<file path="src/rtl/sisc_pkg.sv">
`default_nettype none
// ============================================================================
// Module   : sisc_pkg
// Purpose  : Shared encodings for the SISC control/execute slice: opcodes,
//            ALU function codes, ALU operating modes, FSM state encoding and
//            status-flag bit positions.
// Ports    : none (package)
// Revision : 1.0 - initial release
// ============================================================================
package sisc_pkg;

  // Opcodes (instr[31:28])
  localparam logic [3:0] OP_ALU  = 4'h1;
  localparam logic [3:0] OP_BRA  = 4'h2;
  localparam logic [3:0] OP_BRR  = 4'h3;
  localparam logic [3:0] OP_BNE  = 4'h4;
  localparam logic [3:0] OP_BNR  = 4'h5;
  localparam logic [3:0] OP_ADDI = 4'h8;
  localparam logic [3:0] OP_HALT = 4'hF;

  // ALU function codes (mm field when alu_op = ALU_RR)
  localparam logic [3:0] FN_ADD = 4'h1;
  localparam logic [3:0] FN_SUB = 4'h2;
  localparam logic [3:0] FN_AND = 4'h3;
  localparam logic [3:0] FN_OR  = 4'h4;
  localparam logic [3:0] FN_XOR = 4'h5;
  localparam logic [3:0] FN_NOT = 4'h6;
  localparam logic [3:0] FN_SHL = 4'h7;
  localparam logic [3:0] FN_SHR = 4'h8;

  // ALU operating modes
  localparam logic [1:0] ALU_RR   = 2'b00;
  localparam logic [1:0] ALU_ADDI = 2'b01;
  localparam logic [1:0] ALU_PASS = 2'b10;

  // Flag bit indices within {C,V,N,Z}
  localparam int FLAG_C = 3;
  localparam int FLAG_V = 2;
  localparam int FLAG_N = 1;
  localparam int FLAG_Z = 0;

  typedef enum logic [2:0] {
    ST_START0 = 3'd0,
    ST_START1 = 3'd1,
    ST_FETCH  = 3'd2,
    ST_DECODE = 3'd3,
    ST_EXEC   = 3'd4,
    ST_MEM    = 3'd5,
    ST_WB     = 3'd6,
    ST_HALT   = 3'd7
  } state_e;

endpackage : sisc_pkg
`default_nettype wire

</file>
<file path="src/rtl/sisc_alu.sv">
`default_nettype none
// ============================================================================
// Module   : sisc_alu
// Purpose  : Combinational ALU with {C,V,N,Z} status generation.
// Ports    : alu_op_i  mode (00 reg-reg, 01 reg+imm, 10 pass rsb, 11 zero)
//            func_i    function code for reg-reg mode
//            rsa_i     operand A
//            rsb_i     operand B (also shift amount in [4:0])
//            imm_i     16-bit immediate, sign-extended in reg+imm mode
//            result_o  ALU result
//            flags_o   {C,V,N,Z}
// Revision : 1.0 - initial release
// ============================================================================
module sisc_alu
  import sisc_pkg::*;
#(
  parameter int DW = 32
) (
  input  logic [1:0]    alu_op_i,
  input  logic [3:0]    func_i,
  input  logic [DW-1:0] rsa_i,
  input  logic [DW-1:0] rsb_i,
  input  logic [15:0]   imm_i,
  output logic [DW-1:0] result_o,
  output logic [3:0]    flags_o
);

  logic [DW:0]   sum;
  logic [DW-1:0] imm_sx;
  logic [DW-1:0] res;
  logic          carry;
  logic          ovf;

  assign imm_sx = {{(DW-16){imm_i[15]}}, imm_i};

  always_comb begin
    sum   = '0;
    res   = '0;
    carry = 1'b0;
    ovf   = 1'b0;
    case (alu_op_i)
      ALU_RR: begin
        case (func_i)
          FN_ADD: begin
            sum   = {1'b0, rsa_i} + {1'b0, rsb_i};
            res   = sum[DW-1:0];
            carry = sum[DW];
            ovf   = (rsa_i[DW-1] == rsb_i[DW-1]) && (res[DW-1] != rsa_i[DW-1]);
          end
          FN_SUB: begin
            // Two's-complement subtract: carry-out is the "no borrow" flag.
            sum   = {1'b0, rsa_i} + {1'b0, ~rsb_i} + {{DW{1'b0}}, 1'b1};
            res   = sum[DW-1:0];
            carry = sum[DW];
            ovf   = (rsa_i[DW-1] != rsb_i[DW-1]) && (res[DW-1] != rsa_i[DW-1]);
          end
          FN_AND: res = rsa_i & rsb_i;
          FN_OR:  res = rsa_i | rsb_i;
          FN_XOR: res = rsa_i ^ rsb_i;
          FN_NOT: res = ~rsa_i;
          FN_SHL: res = rsa_i << rsb_i[4:0];
          FN_SHR: res = rsa_i >> rsb_i[4:0];
          default: res = '0;
        endcase
      end
      ALU_ADDI: begin
        sum   = {1'b0, rsa_i} + {1'b0, imm_sx};
        res   = sum[DW-1:0];
        carry = sum[DW];
        ovf   = (rsa_i[DW-1] == imm_sx[DW-1]) && (res[DW-1] != rsa_i[DW-1]);
      end
      ALU_PASS: res = rsb_i;
      default:  res = '0;
    endcase
  end

  assign result_o = res;
  assign flags_o  = {carry, ovf, res[DW-1], (res == '0)};

endmodule : sisc_alu
`default_nettype wire

</file>
<file path="src/rtl/sisc_ctrl_exec.sv">
`default_nettype none
// ============================================================================
// Module   : sisc_ctrl_exec
// Purpose  : SISC multicycle control FSM, ALU wrapper and branch-target adder.
// Ports    : clk, rst_f (async, active-low)
//            instr       IR contents     stat      status register {C,V,N,Z}
//            rsa, rsb    RF read ports   pc_in     incremented PC
//            alu_result  ALU result      stat_in   new flags
//            stat_en     flag load       br_addr   branch target
//            alu_op      ALU mode        rf_we, wb_sel, br_sel, pc_sel,
//                                        pc_write, ir_load  control strobes
// Revision : 1.0 - initial release
// ============================================================================
module sisc_ctrl_exec
  import sisc_pkg::*;
#(
  parameter int DW = 32,
  parameter int AW = 16
) (
  input  logic          clk,
  input  logic          rst_f,
  input  logic [31:0]   instr,
  input  logic [3:0]    stat,
  input  logic [DW-1:0] rsa,
  input  logic [DW-1:0] rsb,
  input  logic [AW-1:0] pc_in,
  output logic [DW-1:0] alu_result,
  output logic [3:0]    stat_in,
  output logic          stat_en,
  output logic [AW-1:0] br_addr,
  output logic [1:0]    alu_op,
  output logic          rf_we,
  output logic          wb_sel,
  output logic          br_sel,
  output logic          pc_sel,
  output logic          pc_write,
  output logic          ir_load
);

  state_e        state_q, state_d;
  logic [3:0]    op;
  logic [3:0]    mm;
  logic [15:0]   imm;
  logic [AW-1:0] imm_aw;
  logic          cond_any;
  logic          unused_fields;

  assign op       = instr[31:28];
  assign mm       = instr[27:24];
  assign imm      = instr[15:0];
  assign imm_aw   = AW'(imm);
  assign cond_any = |(stat & mm);
  // rd/rs fields are consumed by the register file, not here.
  assign unused_fields = ^instr[23:16];

  always_ff @(posedge clk or negedge rst_f) begin
    if (!rst_f) state_q <= ST_START0;
    else        state_q <= state_d;
  end

  always_comb begin
    state_d  = state_q;
    alu_op   = ALU_PASS;
    stat_en  = 1'b0;
    rf_we    = 1'b0;
    wb_sel   = 1'b0;
    br_sel   = 1'b0;
    pc_sel   = 1'b0;
    pc_write = 1'b0;
    ir_load  = 1'b0;
    case (state_q)
      ST_START0: state_d = ST_START1;
      ST_START1: state_d = ST_FETCH;
      ST_FETCH: begin
        ir_load  = 1'b1;
        pc_write = 1'b1;
        state_d  = ST_DECODE;
      end
      ST_DECODE: begin
        state_d = (op == OP_HALT) ? ST_HALT : ST_EXEC;
        // Branches resolve here so the PC is redirected before EXECUTE.
        case (op)
          OP_BRA: begin br_sel = 1'b1; pc_write = cond_any;  pc_sel = cond_any;  end
          OP_BRR: begin br_sel = 1'b0; pc_write = cond_any;  pc_sel = cond_any;  end
          OP_BNE: begin br_sel = 1'b1; pc_write = !cond_any; pc_sel = !cond_any; end
          OP_BNR: begin br_sel = 1'b0; pc_write = !cond_any; pc_sel = !cond_any; end
          default: ;
        endcase
      end
      ST_EXEC: begin
        state_d = ST_MEM;
        if (op == OP_ALU) begin
          alu_op  = ALU_RR;
          stat_en = 1'b1;
        end else if (op == OP_ADDI) begin
          alu_op  = ALU_ADDI;
          stat_en = 1'b1;
        end
      end
      ST_MEM: state_d = ST_WB;
      ST_WB: begin
        state_d = ST_FETCH;
        rf_we   = (op == OP_ALU) || (op == OP_ADDI);
      end
      ST_HALT: state_d = ST_HALT;
      default: state_d = ST_START0;
    endcase
  end

  // Absolute targets use the immediate directly; relative ones wrap mod 2^AW.
  assign br_addr = br_sel ? imm_aw : (pc_in + imm_aw);

  sisc_alu #(
    .DW(DW)
  ) u_alu (
    .alu_op_i (alu_op),
    .func_i   (mm),
    .rsa_i    (rsa),
    .rsb_i    (rsb),
    .imm_i    (imm),
    .result_o (alu_result),
    .flags_o  (stat_in)
  );

endmodule : sisc_ctrl_exec
`default_nettype wire

</file>
<file path="config.mk">
export PLATFORM = sky130hd
export DESIGN_NAME = sisc_ctrl_exec
export DESIGN_NICKNAME = d
export VERILOG_FILES = /design/src/rtl/sisc_pkg.sv /design/src/rtl/sisc_alu.sv /design/src/rtl/sisc_ctrl_exec.sv
export SDC_FILE = /design/constraint.sdc
export NUM_CORES = 1
export LEC_CHECK = 0
export CORE_MARGIN = 3
export CORE_UTILIZATION = 24
export CTS_CLUSTER_DIAMETER = 80
export DETAILED_ROUTE_END_ITERATION = 12
export GPL_ROUTABILITY_DRIVEN = 1
export GPL_TIMING_DRIVEN = 0
export HOLD_SLACK_MARGIN = 0.15
export RECOVER_POWER = 25
export REMOVE_ABC_BUFFERS = 1
export SLEW_MARGIN = 10
export SYNTH_ARGS = -nofsm -noshare
export SYNTH_HDL_FRONTEND = slang
export SYNTH_SLANG_ARGS = --single-unit
</file>
<file path="constraint.sdc">
create_clock -name clk -period 6.1 [get_ports clk]
set_input_delay 0.915 -clock clk [delete_from_list [all_inputs] [get_ports clk]]
set_output_delay 0.915 -clock clk [all_outputs]
set_load 0.02 [all_outputs]
</file>
==> impl_results.md <==
- Final setup fails: 1
- CTS tree: yes
- Peak supply drop: roughly 81 µV
- Status: complete, but fails checks
- Switching power: 1.08 mW
- Ports: 179
- Period minus WS final: 6.26 ns
- Setup crit start kind: input pin
- Nets: ~2.3k
- Initial DRC Count: slightly above 2k
- Slew headroom: between 10% and 20%
- Largest net degree at the start of global routing: 44
- Synth Cell Area: between 10000 and 15000 µm²
- Crit path max fanout: 29
- Sw Share: 56.7%
- Drt via density: 6.35
- TritonCTS Buffers: 3
- Die span in y: roughly 240 µm
- PnR worst setup slack: -0.163 ns
- Least-Margin Pin Slew: approximately 1.3 ns
- Hold Fails Final Rpt: 0
- Hold-fix buffers at CTS: 0
- Crit path to: stat_in[0]
- Final Skew: 0.000209 ns
- Root Buffer: clkbuf_16
- FMAX: around 160 MHz
- Static Leak: between 6 and 7 nW
- Via count: 17.1k
- RSZ-0062 raised after global routing: yes
- Fillers: 5475
- Crit path kind: input pin to primary output
- Sequential area share after synthesis: 0.591%
- P_int: 828 µW
- # DRC: 0
- Fin cells: roughly 2.7k
- DPL Wire Length: 55100 µm
- Synth cell types: 91
- Failing checks: setup timing
- Htree depth: 1
- Placer congestion estimate: 0.993
- Vias in the first global route: approximately 16k
- Mapped Avg Cell Area: just under 7 µm²
- Min-delay worst type: register to register
- Worst r2r dst: state_q[0]
- Synth Register Bits: 3
- Final ANT Viol Nets: 0
- Maxcap violations: 0
- Storage cell area: 75.1 µm²
- Tcrit/Tclk final: 103%
- Dpl ws: -3.04 ns
- CTS Sinks: 3
- Max Slew Vio Count: 0
- GRT overflow: 0
- Most used DFF post-synth: dfrtp_1
- First-pass DRT Iterations: 8
- Post-Route WL: 75500 µm
- First-pass GRT wire length: 109000 µm
- FF-to-FF path depth: 2
- Post-DR wirelength/cell: around 28 µm
- Clk pwr share: 5.4%
- Worst Setup SP: instr[26]
- Register-to-Register Setup Slack: around 5.1 ns
- Initial Utilization: 24.5%
- Area of the multi-input gates: 12800 µm²
- Critical path arrival: 5.35 ns
- Core Rows: 83
- P&R area growth vs syn: 33.6%
- Placed Instances: 2599
- CTS max path bufs: 2
- Element type at the critical path end: primary output
- Port bufs: 169
- Die W: about 240 µm
- Syn Inst Count: 1865
- Number of flops mapped to enable cells by yosys: 0
- Ys Warns: 0
- Reg power frac: 2.4%
- Total power: 1.91 mW
- Skew-Pair Late Insertion Delay: 0.22 ns
- Initial antenna violation count: 3
- Core region area: 51800 µm²
- Layout cell share with drive strength beyond 1: approximately a fifth
- Gate power share: 92.2%
- GRT Total Usage: 25.4%
- PD cells: 113 nW/µm²
- FFs w/ async S/R, synth: 100%
- Worst EP required: 5.18 ns
- Full die area: ~56000 µm²
- Clk slew on worst S/H paths: 0.03 ns
==> worst min-delay path by stage <==
| stage | startpoint | to | cells past startpoint |
|---|---|---|---|
| 6_report | state_q[1] | register | 1 |
| 5_1_grt | state_q[1] | register | 1 |
| 3_3_place_gp | state_q[1] | register | 1 |
| 2_1_floorplan | state_q[1] | register | 1 |
| 3_5_place_dp | state_q[1] | register | 1 |
| 4_1_cts | state_q[1] | register | 1 |
==> power groups by stage <==
stage                     registers [mW]  logic [mW]  clock network [mW]
after floorplan                   0.0402       0.893                   0
after global placement            0.0428        1.49                   0
after detailed placement          0.0442        1.49                   0
after CTS                         0.0440        1.68               0.104
after global routing              0.0469        1.86               0.107
final                             0.0459        1.76               0.103
==> cells by family after synthesis <==
family	share of synthesized area (%)
AO/OA/AOI/OAI	37.4
XOR/XNOR	4.14
adder cells (fa/ha/maj)	15.7
buffers and inverters	7.52
flip-flops	0.591
multiplexers	11.8
other	0.0295
AND/OR/NAND/NOR	22.8
==> worst max-delay path, stage by stage <==
cell,delay [ns]
buf_4,0.33
and3b_1,0.42
a2bb2oi_1,0.36
nor2_1,0.09
nor4_2,0.46
o21ai_0,0.16
a221o_1,0.37
or4_4,0.58
nor3_4,0.18
nand4b_1,0.24
nor4_4,0.34
or4b_4,0.55
nor4_4,0.14
buf_4,0.17
==> cell type report <==
class                      count  area share [%]
tap                          680            5.02
inverter                     107            2.67
timing repair inverter         2           0.103
antenna                        1          0.0148
sequential                     3           0.443
clock buffer                   4           0.465
multi-input combinational   1627            75.5
timing repair buffer         266            15.8
==> cell usage after synthesis (13+ instances only) <==
master    number  area (µm²)
nand2_1      171         642
a21o_1        40         300
a21oi_1      138         691
ha_1         153        1910
nand4_1       13        81.3
a31oi_1       23         144
nor3_1        34         170
o221ai_1      21         184
nor2b_1       26         163
nor2_1       166         623
mux2i_1       67         671
o21ai_0      129         646
buf_2         15        75.1
mux2_2        17         191
o22ai_1       34         213
xnor2_1       38         333
o21bai_1      17         128
a221o_1       14         140
nand2b_1      26         163
mux4_2        24         541
a211oi_1      28         210
o211ai_1      39         293
nor4_1        16         100
o21a_1        13        97.6
nand3_1       45         225
inv_1        100         375
clkbuf_1      96         360
and3_1        13        81.3
a22oi_1       36         270
xor2_1        22         193
a221oi_1      21         184
==> cell usage in the layout (no fill, tap or decap), drive strengths merged, types with 22 or more instances in the layout <==
| master | n |
|---|---|
| a31oi | 23 |
| ha | 153 |
| xnor2 | 38 |
| nand2b | 26 |
| nor3 | 36 |
| nor2 | 168 |
| nand2 | 171 |
| mux2i | 67 |
| nand3 | 45 |
| o22ai | 34 |
| o211ai | 39 |
| o21ai | 133 |
| nor2b | 26 |
| mux4 | 24 |
| a211oi | 28 |
| a22oi | 36 |
| a21oi | 138 |
| xor2 | 22 |
| a21o | 40 |
| mux2 | 25 |
| buf | 121 |
| inv | 104 |
| clkdlybuf4s50 | 92 |
==> stage by stage <==
stage               hold WS [ns]  instance area, µm²  utilization (%)  setup TNS [ns]
floorplan                  0.504               12100                -          -0.565
global placement           0.531               14700             28.3         -147.88
detailed placement         0.563               14900             28.7          -24.70
CTS                        0.565               16700             32.1         -0.0804
global route               0.589               17000             32.7          -0.276
finish                     0.568               17000             32.7          -0.163
==> layer usage <==
metal  vias to the layer above  GRT usage (%)  routed length [µm]
met5                         -              0                  26
met4                         4           9.27                3790
met3                       264           4.88                8120
met2                      1187           42.0               33800
met1                      8275           32.9               29800
li1                       7357              -                   -
==> repair_timing <==
action	4_1_cts	5_1_grt
setup buffers	60	15
hold endpoints to repair	0	0
pin swaps	61	23
setup endpoints to repair	34	7
cloned	11	0
gates resized for setup	444	44
(Power assumes the default switching activity.)
